===== src/rtl/mem_port_arbiter.sv =====
// Arbitrates fetch and load/store requests onto one in-order memory port and routes responses back.
// Optional build macro ARB_ROUND_ROBIN_EN selects round-robin priority instead of fixed data-first.
module mem_port_arbiter #(
  parameter int unsigned OST_DEPTH = 4
) (
  input  logic        clk,
  input  logic        reset,
  input  logic        inst_req,
  input  logic [31:0] inst_addr,
  output logic        inst_addr_ok,
  output logic        inst_data_ok,
  output logic [31:0] inst_rdata,
  input  logic        data_req,
  input  logic        data_wr,
  input  logic [3:0]  data_wstrb,
  input  logic [31:0] data_addr,
  input  logic [31:0] data_wdata,
  output logic        data_addr_ok,
  output logic        data_data_ok,
  output logic [31:0] data_rdata,
  output logic        mem_req,
  output logic        mem_wr,
  output logic [3:0]  mem_wstrb,
  output logic [31:0] mem_addr,
  output logic [31:0] mem_wdata,
  input  logic        mem_addr_ok,
  input  logic        mem_data_ok,
  input  logic [31:0] mem_rdata,
  input  logic        flush,
  output logic        rsp_err
);

  localparam int unsigned PTR_W = (OST_DEPTH > 1) ? $clog2(OST_DEPTH) : 1;
  localparam int unsigned CNT_W = PTR_W + 1;
  localparam logic OWN_INST = 1'b0;
  localparam logic OWN_DATA = 1'b1;

  typedef enum logic [1:0] {ST_IDLE, ST_HOLD_INST, ST_HOLD_DATA} state_t;

  state_t             state, state_nxt;
  logic               cur_owner;
  logic               cur_req;
  logic               arb_data;
  logic               fifo_full;
  logic               push, pop;
  logic [PTR_W-1:0]   rd_ptr, wr_ptr;
  logic [CNT_W-1:0]   count;
  logic               owner_q   [OST_DEPTH];
  logic               discard_q [OST_DEPTH];

`ifdef ARB_ROUND_ROBIN_EN
  logic rr_data_first;

  // Last winner drops to low priority.
  always_ff @(posedge clk) begin
    if (reset)     rr_data_first <= 1'b0;
    else if (push) rr_data_first <= (cur_owner == OWN_INST);
  end

  assign arb_data = data_req && (!inst_req || rr_data_first);
`else
  assign arb_data = data_req;
`endif

  assign fifo_full = (count == CNT_W'(OST_DEPTH));

  // Grant state register.
  always_ff @(posedge clk) begin
    if (reset) state <= ST_IDLE;
    else       state <= state_nxt;
  end

  // A grant is held only while its request waits for mem_addr_ok; flush drops a waiting fetch.
  always_comb begin
    state_nxt = ST_IDLE;
    if (mem_req && !mem_addr_ok) begin
      if (cur_owner == OWN_DATA) state_nxt = ST_HOLD_DATA;
      else if (!flush)           state_nxt = ST_HOLD_INST;
    end
  end

  // Request path: owner select and mem_* field mux.
  always_comb begin
    cur_owner = OWN_INST;
    case (state)
      ST_HOLD_DATA: cur_owner = OWN_DATA;
      ST_HOLD_INST: cur_owner = OWN_INST;
      default:      cur_owner = arb_data ? OWN_DATA : OWN_INST;
    endcase
    cur_req      = (cur_owner == OWN_DATA) ? data_req : inst_req;
    mem_req      = !reset && !fifo_full && cur_req;
    mem_wr       = 1'b0;
    mem_wstrb    = 4'h0;
    mem_wdata    = 32'h0;
    mem_addr     = inst_addr;
    if (cur_owner == OWN_DATA) begin
      mem_wr    = data_wr;
      mem_wstrb = data_wstrb;
      mem_wdata = data_wdata;
      mem_addr  = data_addr;
    end
    inst_addr_ok = mem_req && mem_addr_ok && (cur_owner == OWN_INST);
    data_addr_ok = mem_req && mem_addr_ok && (cur_owner == OWN_DATA);
  end

  assign push = mem_req && mem_addr_ok;
  assign pop  = !reset && mem_data_ok && (count != '0);

  // Response path follows the owner FIFO head.
  assign inst_data_ok = pop && (owner_q[rd_ptr] == OWN_INST) && !discard_q[rd_ptr];
  assign data_data_ok = pop && (owner_q[rd_ptr] == OWN_DATA);
  assign inst_rdata   = mem_rdata;
  assign data_rdata   = mem_rdata;

  // Owner FIFO; flush marks every fetch entry, including one written this cycle, as discarded.
  always_ff @(posedge clk) begin
    if (reset) begin
      rd_ptr <= '0;
      wr_ptr <= '0;
      count  <= '0;
      for (int i = 0; i < OST_DEPTH; i++) begin
        owner_q[i]   <= OWN_INST;
        discard_q[i] <= 1'b0;
      end
    end else begin
      for (int i = 0; i < OST_DEPTH; i++) begin
        if (flush && (owner_q[i] == OWN_INST)) discard_q[i] <= 1'b1;
      end
      if (push) begin
        owner_q[wr_ptr]   <= cur_owner;
        discard_q[wr_ptr] <= flush && (cur_owner == OWN_INST);
        wr_ptr            <= wr_ptr + PTR_W'(1);
      end
      if (pop) rd_ptr <= rd_ptr + PTR_W'(1);
      count <= count + CNT_W'(push) - CNT_W'(pop);
    end
  end

  // Sticky flag for a response with nothing outstanding.
  always_ff @(posedge clk) begin
    if (reset)                              rsp_err <= 1'b0;
    else if (mem_data_ok && (count == '0)) rsp_err <= 1'b1;
  end

endmodule


===== config.mk =====
export PLATFORM = sky130hd
export DESIGN_NAME = mem_port_arbiter
export DESIGN_NICKNAME = d
export VERILOG_FILES = /design/src/rtl/mem_port_arbiter.sv
export SDC_FILE = /design/constraint.sdc
export NUM_CORES = 1
export LEC_CHECK = 0
export BUFFER_PORTS_ARGS = -buffer_cell sky130_fd_sc_hd__buf_2
export CAP_MARGIN = 10
export CORE_AREA = 2 2 107 109
export DETAILED_ROUTE_END_ITERATION = 7
export DIE_AREA = 0 0 109 111
export MAX_ROUTING_LAYER = met4
export PLACE_DENSITY = 0.59
export SETUP_SLACK_MARGIN = 0.1
export SLEW_MARGIN = 10
export SYNTH_ARGS = -nofsm -noshare
export SYNTH_HDL_FRONTEND = slang
export SYNTH_SLANG_ARGS = --single-unit

===== constraint.sdc =====
create_clock -name clk -period 2.7 [get_ports clk]
set_clock_uncertainty 0.1 [all_clocks]
set_input_delay 0.54 -clock clk [delete_from_list [all_inputs] [get_ports clk]]
set_output_delay 0.54 -clock clk [all_outputs]
set_load 0.01 [all_outputs]

==> run_results.csv <==
group,metric,value,unit
logic_synthesis,synthDistinctLibCells,30,
logic_synthesis,yosysWarnings,0,
logic_synthesis,syn_inst,311,
clock_network,h-tree-depth,1,
pwr,cellLeakagePower,1.69,nW
critical_path,reg2reg_to,"count[2]",
status,status,"complete, no violations",
critical_path,r2r_cells,12,
clock_network,insertion_delay,0.25,ns
clock_network,tritoncts,"yes",
timing,finalHoldViolations,0,
logic_synthesis,syn_area_per_cell,7.00,um2
clock_network,clkTransAtPathRegs,0.06,ns
min_path,holdPathEnd,"rsp_err",
clock_network,cts_root_buf,"clkbuf_16",
logic_synthesis,netlist.area_leader.share,22.1,%
timing,rsz0062_at_grt,"false",
final_layout,stdcell_area,2930,um2
pwr,total_power,1.45,mW
timing,worst_pin_slew,0.368,ns
critical_path,worst-path-max-fanout,71,
timing,slew_headroom,75.1,%
drt,routed_wl,8690,um
logic_synthesis,synth_fp_nets,459,
drt,drc_errors,0,
final_layout,fill_cells,1246,
logic_synthesis,synth_top_cell_by_area,"buf_4",
global_routing,grt_pass1_wl,12000,um
clock_network,post-cts-setup-buffers,0,
critical_path,r2r-start,"state[0]",
pwr,power_density,494,nW/um2
die,io_pins,279,
placed_design,dpl.hpwl,7310,um
clock_network,clk_path_buf_depth,2,
global_routing,grt_overflow_total,0,
final_layout,layout_common_cells,"182 x buf_2, 102 x nand2_1, 38 x and2_1",
min_path,hold_class,"flop to flop",
pwr,ir_drop,0.000331,V
drt,drt-initial-drc-count,139,
logic_synthesis,synth_seq_cells,20,
timing,clock.fmax,399,MHz
critical_path,critPathLaunchType,"flop",
critical_path,cp_data_required_time,2.06,ns
final_layout,final_nets,576,
placed_design,gp_congestion,0.958,
critical_path,crit_arrival,1.87,ns
die,die_h,111,um
logic_synthesis,netlist_area,2180,um2
timing,finalSetupTns,0,ns
global_routing,grt_pass1_vias,2266,
die,die_x,109,um
drt,ant_nets,0,
die,std_cell_rows,39,
timing,setup_viol,0,
min_path,hp-start,"rsp_err",
final_layout,area_delta_synth_final,34.6,%
placed_design,dpl-instance-area,2790,um2
timing,slew_violations,0,
final_layout,drive_above_1_share,47.1,%
global_routing,antenna_found_initial,0,
logic_synthesis,synth_area_leaders,"buf_4 22%, nand2_1 18%, dfxtp_1 14%, and2_1 11%, edfxtp_1 6.9%",
die,core-area,11100,um2
die,initial_core_util,19.7,%
min_path,whs_path_depth,2,
drt,firstDrtPassIters,4,
critical_path,path_class,"flop to primary output",
timing,period_minus_slack,2.51,ns
critical_path,r2r_slack,0.31,ns
drt,via_per_inst,4.19,
placed_design,io_buffers,182,
final_layout,num_antenna_cells,0,
clock_network,numClockSinks,20,
logic_synthesis,ys_seq_area_share,20.7,%
drt,wire_per_inst,15.2,um
clock_network,numCtsBuffers,3,
timing,period_share,92.9,%
run,drv_cap,0,
final_layout,layout_commonest_cell,"buf_2",
die,dieArea,12100,um2
critical_path,endpoint_kind,"primary output",
drt,vias,2391,
global_routing,grt_max_degree,72,
global_routing,grt_util_all_layers,13.3,%
[logic make-up after synthesis]
family          count (synthesis)  synth area share, %
mux                            10                 6.03
simple gates                  171                 36.6
buf+inv                        87                 26.4
fa+ha+maj                       8                 4.94
flops                          20                 20.7
xor+xnor                        4                 1.61
compound gates                 11                 3.74
[timing repair]
| item | CTS | global route |
|---|---|---|
| hold buffers | 0 | 0 |
| setup endpoints to repair | 71 | 2 |
| resized for setup | 4 | 2 |
[synth_stat cells (all sizes together)]
cell type  instances
nor3               4
o21ai              5
nor2              12
nand2            102
nand4              4
nor4bb             1
a2bb2oi            1
nor3b              2
a21oi              3
fa                 1
ha                 7
xnor2              3
mux2               2
edfxtp             5
xor2               1
nand3              2
buf               66
nor4               2
mux4               2
and2              38
o31ai              2
inv               10
dfxtp             15
mux2i              6
clkbuf            11
nor2b              4
[how the worst max path moves through the flow]
stage	startpoint	end	slack, ns
3_3_place_gp	state[0]	mem_wdata[24]	0.23
3_5_place_dp	state[0]	mem_wdata[24]	0.18
6_report	state[0]	mem_wdata[24]	0.19
5_1_grt	state[0]	inst_addr_ok	0.11
4_1_cts	state[0]	inst_addr_ok	0.14
2_1_floorplan	state[0]	count[2]	0.17
[where the power goes]
group / switching (mW) / leakage [nW] / total, mW / internal (mW)
Combinational: 0.349 / 1.46 / 0.643 / 0.294
Clock: 0.115 / 0.0511 / 0.409 / 0.294
Sequential: 0.0420 / 0.175 / 0.395 / 0.353
Total: 0.505 / 1.69 / 1.45 / 0.942
[critical path, stage by stage (launching register included)]
cell and delay [ns]:
dfxtp_1 0.31, inv_1 0.06, ha_4 0.29, mux2_4 0.33
buf_8 0.22, and2_1 0.24, buf_2 0.15
[stage by stage]
stage | hold WS (ns) | util, % | cells | setup slack, ns
detailed placement | 0.376 | 25.2 | 566 | 0.182
finish | 0.383 | 26.5 | 570 | 0.191
global placement | 0.358 | 25.2 | 566 | 0.230
floorplan | 0.390 | - | 311 | 0.173
CTS | 0.389 | 26.4 | 570 | 0.142
global route | 0.417 | 26.5 | 570 | 0.110
[final cells by class]
cell class	count	area [um2]	share of cell area [%]
clock inverters	1	30.0	1.02
clock buffers	3	75.1	2.56
flip-flops and latches	20	450	15.4
inverters	10	37.5	1.28
multi-input cells	204	1180	40.1
repair buffers	189	982	33.5
well taps	143	179	6.11
[routing by layer]
layer  track usage [%]  routed length [um]  vias to the layer above  share of wire [%]
met5                 -                   0                        -                  0
met4              3.85                 161                        0                1.9
met3              4.29                1060                       13                 12
met2              20.9                3970                      132                 46
met1              16.3                3490                     1102                 40
li1                  -                   -                     1144                  -
[registers in the layout, summed over array words and instances, names as in the netlist, named ones only]
| register | count |
|---|---|
| rd_ptr | 2 |
| rsp_err | 1 |
| wr_ptr | 2 |
| discard_q | 4 |
| count | 3 |
| owner_q | 4 |
| state | 2 |
No activity file was read; power rests on OpenSTA's default activity.
